--- config.mk ---
export PLATFORM = sky130hd
export DESIGN_NAME = port_page_packer
export DESIGN_NICKNAME = d
export VERILOG_FILES = /design/src/rtl/port_page_packer.sv
export SDC_FILE = /design/constraint.sdc
export NUM_CORES = 1
export LEC_CHECK = 0
export BUFFER_PORTS_ARGS = -buffer_cell sky130_fd_sc_hd__buf_2
export CAP_MARGIN = 20
export CORE_ASPECT_RATIO = 0.75
export CORE_UTILIZATION = 61
export CTS_CLUSTER_SIZE = 14
export DETAILED_ROUTE_END_ITERATION = 7
export PLACE_DENSITY = 0.8
export SYNTH_ARGS = -nofsm -noshare
export SYNTH_HDL_FRONTEND = slang
export SYNTH_SLANG_ARGS = --single-unit
--- constraint.sdc ---
create_clock -name clk -period 4.58 [get_ports clk]
set_input_delay 0.229 -clock clk [delete_from_list [all_inputs] [get_ports clk]]
set_output_delay 0.229 -clock clk [all_outputs]
set_load 0.01 [all_outputs]
--- src/rtl/port_page_packer.sv ---
// Per-port ingress stage: parses sop/header/payload/eop, packs 16-bit beats into
// 128-bit pages and queues them in a first-word-fall-through page FIFO.
module port_page_packer #(
   parameter int unsigned PAGE_FIFO_DEPTH = 4,
   parameter int unsigned AF_MARGIN       = 1
) (
   input  logic         clk,
   input  logic         rst_n,
   input  logic         wr_sop,
   input  logic         wr_eop,
   input  logic         wr_vld,
   input  logic [15:0]  wr_data,
   output logic         full,
   output logic         almost_full,
   output logic         pg_vld,
   input  logic         pg_rdy,
   output logic [127:0] pg_data,
   output logic [3:0]   pg_words,
   output logic         pg_first,
   output logic         pg_last,
   output logic [3:0]   pg_dest,
   output logic [2:0]   pg_prior,
   output logic         proto_err,
   output logic         ovf_err
);

   localparam int unsigned PtrW = $clog2(PAGE_FIFO_DEPTH);
   localparam int unsigned CntW = PtrW + 1;

   typedef enum logic [1:0] {StIdle, StHead, StBody} state_e;

   typedef struct packed {
      logic [127:0] data;
      logic [3:0]   words;
      logic         first;
      logic         last;
      logic [3:0]   dest;
      logic [2:0]   prior;
   } page_t;

   state_e       state_q, state_d;
   logic [127:0] buf_q, buf_d;
   logic [3:0]   wc_q, wc_d;
   logic [3:0]   dest_q, dest_d;
   logic [2:0]   prior_q, prior_d;
   logic         first_q, first_d;
   logic         proto_err_q, proto_err_d;
   logic         ovf_err_q, ovf_err_d;

   page_t           mem_q [PAGE_FIFO_DEPTH];
   page_t           mem_d [PAGE_FIFO_DEPTH];
   logic [PtrW-1:0] wr_ptr_q, wr_ptr_d;
   logic [PtrW-1:0] rd_ptr_q, rd_ptr_d;
   logic [CntW-1:0] count_q, count_d;
   logic            full_q, full_d;
   logic            af_q, af_d;

   logic  push_req;
   logic  push_last;
   page_t push_entry;
   logic  pop;
   logic  push_ok;
   page_t head;

   // Protocol parser and page assembly; at most one page push per cycle.
   always_comb begin
      state_d     = state_q;
      buf_d       = buf_q;
      wc_d        = wc_q;
      dest_d      = dest_q;
      prior_d     = prior_q;
      first_d     = first_q;
      proto_err_d = proto_err_q;
      push_req    = 1'b0;
      push_last   = 1'b0;

      // A data beat coincident with a framing pulse is discarded.
      if (wr_vld && (wr_sop || wr_eop)) begin
         proto_err_d = 1'b1;
      end

      unique case (state_q)
         StIdle: begin
            if (wr_eop || wr_vld) begin
               proto_err_d = 1'b1;
            end
            if (wr_sop) begin
               state_d = StHead;
            end
         end

         StHead: begin
            if (wr_eop) begin
               proto_err_d = 1'b1;
               state_d     = StIdle;
            end
            if (wr_sop) begin
               state_d = StHead;
            end else if (wr_vld && !wr_eop) begin
               dest_d  = wr_data[3:0];
               prior_d = wr_data[6:4];
               first_d = 1'b1;
               buf_d   = '0;
               wc_d    = '0;
               state_d = StBody;
            end
         end

         StBody: begin
            if (wr_eop || wr_sop) begin
               // eop closes the packet first; a bare sop aborts it.
               if (wc_q != 4'd0) begin
                  push_req  = 1'b1;
                  push_last = 1'b1;
               end else if (wr_eop) begin
                  proto_err_d = 1'b1;
               end
               if (!wr_eop) begin
                  proto_err_d = 1'b1;
               end
               buf_d   = '0;
               wc_d    = '0;
               state_d = wr_sop ? StHead : StIdle;
            end else if (wr_vld) begin
               if (wc_q == 4'd8) begin
                  push_req  = 1'b1;
                  push_last = 1'b0;
                  buf_d     = {wr_data, 112'b0};
                  wc_d      = 4'd1;
               end else begin
                  for (int k = 0; k < 8; k++) begin
                     if (wc_q == 4'(k)) begin
                        buf_d[127-16*k -: 16] = wr_data;
                     end
                  end
                  wc_d = wc_q + 4'd1;
               end
            end
         end

         default: begin
            state_d = StIdle;
         end
      endcase

      if (push_req) begin
         first_d = 1'b0;
      end
   end

   always_comb begin
      push_entry.data  = buf_q;
      push_entry.words = wc_q;
      push_entry.first = first_q;
      push_entry.last  = push_last;
      push_entry.dest  = dest_q;
      push_entry.prior = prior_q;
   end

   // Page FIFO: a push into a full FIFO is accepted only alongside a pop.
   always_comb begin
      pop       = (count_q != '0) && pg_rdy;
      push_ok   = push_req && ((32'(count_q) != PAGE_FIFO_DEPTH) || pop);
      ovf_err_d = ovf_err_q | (push_req & ~push_ok);

      mem_d = mem_q;
      if (push_ok) begin
         mem_d[wr_ptr_q] = push_entry;
      end

      wr_ptr_d = wr_ptr_q + PtrW'(push_ok);
      rd_ptr_d = rd_ptr_q + PtrW'(pop);
      count_d  = count_q + CntW'(push_ok) - CntW'(pop);
      full_d   = (32'(count_d) == PAGE_FIFO_DEPTH);
      af_d     = ((PAGE_FIFO_DEPTH - 32'(count_d)) <= AF_MARGIN);
   end

   always_ff @(posedge clk or negedge rst_n) begin
      if (!rst_n) begin
         state_q     <= StIdle;
         buf_q       <= '0;
         wc_q        <= '0;
         dest_q      <= '0;
         prior_q     <= '0;
         first_q     <= 1'b0;
         proto_err_q <= 1'b0;
         ovf_err_q   <= 1'b0;
         wr_ptr_q    <= '0;
         rd_ptr_q    <= '0;
         count_q     <= '0;
         full_q      <= 1'b0;
         af_q        <= 1'b0;
         for (int i = 0; i < int'(PAGE_FIFO_DEPTH); i++) begin
            mem_q[i] <= '0;
         end
      end else begin
         state_q     <= state_d;
         buf_q       <= buf_d;
         wc_q        <= wc_d;
         dest_q      <= dest_d;
         prior_q     <= prior_d;
         first_q     <= first_d;
         proto_err_q <= proto_err_d;
         ovf_err_q   <= ovf_err_d;
         wr_ptr_q    <= wr_ptr_d;
         rd_ptr_q    <= rd_ptr_d;
         count_q     <= count_d;
         full_q      <= full_d;
         af_q        <= af_d;
         mem_q       <= mem_d;
      end
   end

   // Head fields are zeroed while the FIFO is empty so stale pages never show.
   always_comb begin
      head     = mem_q[rd_ptr_q];
      pg_vld   = (count_q != '0);
      pg_data  = pg_vld ? head.data  : '0;
      pg_words = pg_vld ? head.words : '0;
      pg_first = pg_vld & head.first;
      pg_last  = pg_vld & head.last;
      pg_dest  = pg_vld ? head.dest  : '0;
      pg_prior = pg_vld ? head.prior : '0;
   end

   assign full        = full_q;
   assign almost_full = af_q;
   assign proto_err   = proto_err_q;
   assign ovf_err     = ovf_err_q;

endmodule

* Yosys cells after proc, flatten, opt, wreduce, memory -nomap -nowiden *
Index checks and enable logic that the tools add are counted.

storage, ports and cells
  flip-flop bits (word level) = 717
  logic and storage cells = 172

cells by class
  $add $sub $neg = 6
  order comparisons = 4
  equality and inequality tests = 27
  multiplexer cells = 55
  bitwise operators = 8
  reduce and logical (&&, ||, !) cells = 28

operators with widths
  kind                                                  number
  two-way mux 128 bit                                   6
  bitwise mux 564 bit                                   1
  two-way mux 141 bit                                   3
  binary-select mux 141 bit (select 2 bit)              1
  demux 141 bit (select 2 bit)                          1
  one-hot mux 128 bit (2 select lines)                  1
  two-way mux 16 bit                                    8
  AND reduction 5 bit                                   8
  inequality test 4 bit, second input constant          9
  <= comparator 32 x 1 -> 1 bit, second input constant  1
  two-way mux 4 bit                                     7
  two-way mux 1 bit                                     18
  equality test 4 x 3 -> 1 bit, second input constant   4
  two-way mux 2 bit                                     5
  AND reduction 3 bit                                   3
  equality test 4 x 2 -> 1 bit, second input constant   2
  inequality test 2 bit, second input constant          4
  one-hot mux 4 bit (2 select lines)                    1
  >= comparator 3 bit, second input constant            2
  inequality test 3 bit, second input constant          2
  inverter 2 -> 3 bit                                   2
  one-hot mux 2 bit (3 select lines)                    1
  nonzero test 2 bit                                    3
  logical AND 1 bit                                     5
  24 further kinds                                      30

* Depth between registers and ports, before layout *
  word-level depth = 10
  depth in mapped cells = 17
  mapped depth without buffers = 16

* Least setup slack after synthesis *
Ideal clock, no wire load.

  path type = flip-flop to flip-flop
  from = reg wc_q[0]
  to = reg af_q, in the netlist almost_full
  library setup time = 0.083 ns
  arrival time = 3.240 ns
  required time = 4.497 ns
  setup slack = 1.258 ns
  cell stages (with the launch flop) = 18
  path buffers = 1
  period minus slack after synthesis = 3.322 ns
  cells stage by stage = dfrtp_1 -> inv_1 -> ha_1 -> or3b_1 -> a32o_1 -> buf_2 -> nand2_1 -> ha_1 -> inv_1 -> ha_1 -> inv_1 -> fa_1 -> xnor2_1 -> xnor2_1 -> ha_1 -> nor2_1 -> nand2_1 -> o21ai_0

on the way
  word-level cells in the longest chain between the ends = 10
  elaborated cells on any way between the ends = 12
  those cells by class = 3 x add/sub; 1 x order compare; 1 x eq/ne; 5 x mux; 2 x reduce/logical

ends and longest elaborated chain
  what                               RTL line  text
  start: declaration                 43        logic [3:0] wc_q, wc_d;
  start signal: assignment           199       wc_q <= wc_d;
  equality test 4 bit                125       if (wc_q == 4'd8) begin
  two-way mux 1 bit                  125
  two-way mux 1 bit                  124       end else if (wr_vld) begin
  two-way mux 1 bit (*)              110       if (wr_eop || wr_sop) begin
  two-way mux 1 bit (*)              82        unique case (state_q)
  logical AND 1 bit (*)              163       push_ok = push_req && ((32'(count_q) != PAGE_FIFO_DEPTH) || pop);
  adder 3 x 1 -> 3 bit (*)           173       count_d = count_q + CntW'(push_ok) - CntW'(pop);
  subtractor 3 x 1 -> 3 bit (*)      173
  named net count_d[2]               54        logic [CntW-1:0] count_q, count_d;
  subtractor 3 x 3 -> 4 bit (*)      175       af_d = ((PAGE_FIFO_DEPTH - 32'(count_d)) <= AF_MARGIN);
  <= comparator 32 x 1 -> 1 bit (*)  175
  named net af_d                     56        logic af_q, af_d;
  end signal: assignment             192       af_q <= 1'b0;
  end signal: assignment             209       af_q <= af_d;
  end: declaration                   56

Mark *: on every way through the listed nets, which the timed path passes. The rest lies on a longest branch.
A chain may end at the register's enable or synchronous reset.

* Worst setup path after layout *
Same ends and word-level chain as after synthesis.

==> impl_metrics.ini <==
[run_status]
status = complete, no violations

[sta]
period_share = 0.818
worst_slew_margin_rel = 0.234
setup_tns_ps = 0
tightest_slew_ps = 1150
slew_viol_final = 0
finalSetupViolations = 0
skew_ps = 23.6
period_needed_ps = 3750
finalHoldViolations = 0
grt_setup_unrepaired = no
fmax_ghz = 0.267

[power]
power.density_mw_per_mm2 = 408
leakage_nw = 18.2
ir_worst_vdd_mv = 0.366
p_clk_frac = 0.383
combPwrFrac = 0.157
p_sw_mw = 4.00
seq_power_share = 0.460
intPower_mw = 10.6
switching_share = 0.274

[detailed_routing]
firstDrtPassIters = 5
via_per_inst = 6.10
wl_met3_mm = 4.06
drc = 0
wl_met2_mm = 34.4
wire_per_inst_um = 24.6
wl_mm = 71.6
drt_iter0_markers = 1183
vias = 17800
highest_layer = met5
detail-route-antenna-nets = 0
wl_met1_mm = 31.4

[synthesis]
synthSimpleGateAreaFrac = 0.0443
netlist_area_mm2 = 0.0320
syn_area_per_cell_um2 = 16.1
synth-edff-count = 0
synth-seq-area-share = 0.561
muxShareOfSynthArea = 0.351
synth_top_area_cell = dfrtp_1
yosysWarnings = 0
async_flop_share = 1.00
synth_commonest_cells = dfrtp_1, mux2_2, and2_1, mux4_2, mux2_4
syn_nets = 2024
synthCells = 1988
yosysMostFrequentCell = dfrtp_1
synth-xor-area-share = 0.00110
ys.flop_type = dfrtp_1
synth_cell_types = 51
synth_compound_area_frac = 0.00904
synth_fa_ha_area_frac = 0.00571
synth_top_area_share = 0.561
synth_top_family_by_area = multiplexers
synthTopCellsByArea = dfrtp_1, mux2_2, mux4_2, mux2_4, and2_1
ys_ff_latch = 717

[setup_path]
cp-startpoint = wc_q[0]$_DFFE_PN0P_
reg2reg_from = wc_q[0]$_DFFE_PN0P_
end_kind = register
startpoint_type = register
crit_arrival_ps = 4280
crit-reg2reg-capture = almost_full$_DFF_PN0_
critPathCapture = almost_full$_DFF_PN0_
cp.required_ps = 5110
ff2ff_path_depth = 16
r2r_slack_ps = 830
criticalPathCategory = reg2reg
crit_fanout = 8

[die]
core_mm2 = 0.0516
die_w_um = 266
dieArea_mm2 = 0.0533
die_h_um = 200
io_pins = 168
core.rowCount = 72
start_util = 0.619

[place]
portBuffers = 167
dp_hpwl_mm = 41.6
placed_area_mm2 = 0.0334
gp_congestion = 0.843

[global_routing]
grt_pass1_wl_mm = 114
grt_max_degree = 131
grt_overflow_total = 0
grt_antenna_before_repair = 12
grt.total_usage = 0.281
grt_pass1_vias = 19200

[clock_tree]
cts_tree = done
cts_sinks = 717
numCtsBuffers = 68
cts_setup_buffers = 0
root_buffer = clkbuf_16
clk_pin_slew_ps = 60
htree_num_levels = 3
insertion_delay_ps = 610
cts_buffer_depth = 3

[hold_path]
hold_depth = 4
hold_path_class = in2reg

[finish]
final_area_mm2 = 0.0358
nets = 2195
layout.filler_cells = 3381
drive_gt1_frac = 0.522
area.growth.synth_to_final_pct = 12.1

[run]
maxCapViolations = 0
[layer usage]
metal | GRT usage | vias to the layer above
met5 | 0 | -
met4 | 0.0839 | 10
met3 | 0.0577 | 115
met2 | 0.434 | 424
met1 | 0.406 | 9644
li1 | - | 7561
[critical path: stages (launching register included)]
cell,delay [ps]
dfrtp_1,460
inv_1,150
ha_1,230
or3b_1,420
a32o_1,400
nand2_1,160
ha_1,230
inv_1,60
ha_1,140
inv_1,50
fa_1,370
xnor2_1,160
xnor2_1,300
ha_1,290
nor2_1,80
nand2_1,50
o21ai_0,140
[stage by stage]
stage                     power [mW]  setup WS [ps]  hold slack [ps]   util  std cells
after floorplan                 8.39           1260            -66.6      -       1988
after global placement          9.13           1010              426  0.647       2771
after detailed placement        9.16            825              444  0.648       2772
after CTS                       14.8            834             54.5  0.694       2907
after global routing            15.2            553              119  0.694       2909
final                           14.6            832             86.9  0.694       2912
[placed cells by master (no fill, tap or decap), drive strengths merged, types with 3 or more instances in the layout]
cell	instances
nor2	9
dfrtp	717
ha	13
inv	11
mux2	683
buf	214
and3	3
clkbuf	108
diode	4
o21ai	24
nor2b	3
and2	158
mux4	141
a21o	5
dlygate4sd3	19
clkinv	6
nand2	44
nand3	4
a21oi	6
nand2b	3
[registers in the layout, indices dropped and copies added, names as in the netlist, 2 cells and up]
| name | flops |
|---|---|
| buf_q | 128 |
| count_q | 3 |
| dest_q | 4 |
| mem_q | 564 |
| prior_q | 3 |
| rd_ptr_q | 2 |
| state_q | 2 |
| wc_q | 4 |
| wr_ptr_q | 2 |
[timing repair]
| item | CTS | global route |
|---|---|---|
| hold endpoints to repair | 143 | 0 |
| resized for setup | 0 | 0 |
| hold buffers | 19 | 0 |
| setup endpoints to repair | 0 | 0 |
[power by group through the flow]
stage                     logic [mW]  clock network, mW  registers [mW]
after floorplan                 1.74                  0            6.65
after global placement          2.30                  0            6.83
after detailed placement        2.32                  0            6.84
after CTS                       2.34               5.70            6.73
after global routing            2.47               5.95            6.75
final                           2.30               5.60            6.72
[logic make-up (layout without fill, tap and decap cells)]
kind of cell	Yosys count	count (layout)
muxes	825	825
other	0	4
xor gates and xnor gates	4	4
DFF	717	717
adders and majority gates	14	14
and+or+nand+nor	240	240
buffers and inverters	143	360
AOI/OAI and AO/OA	45	45
[layout make-up]
type | count | area (µm²) | share of cell area
clock inverter | 8 | 67.6 | 0.00188
tap | 703 | 880 | 0.0245
clock buffer | 108 | 2140 | 0.0596
timing repair buffer | 233 | 1600 | 0.0445
sequential | 717 | 17900 | 0.501
inverter | 11 | 41.3 | 0.00115
antenna | 4 | 10.0 | 0.000279
multi-input combinational | 1128 | 13200 | 0.367
[how the worst min path moves through the flow]
stage / start / endpoint
after floorplan: rst_n / almost_full$_DFF_PN0_
after global placement: rst_n / buf_q[57]$_DFFE_PN0P_
after detailed placement: rst_n / buf_q[57]$_DFFE_PN0P_
after CTS: wr_vld / proto_err$_DFF_PN0_
after global routing: wr_eop / proto_err$_DFF_PN0_
final: wr_vld / proto_err$_DFF_PN0_
No activity file was read; power rests on OpenSTA's default activity.
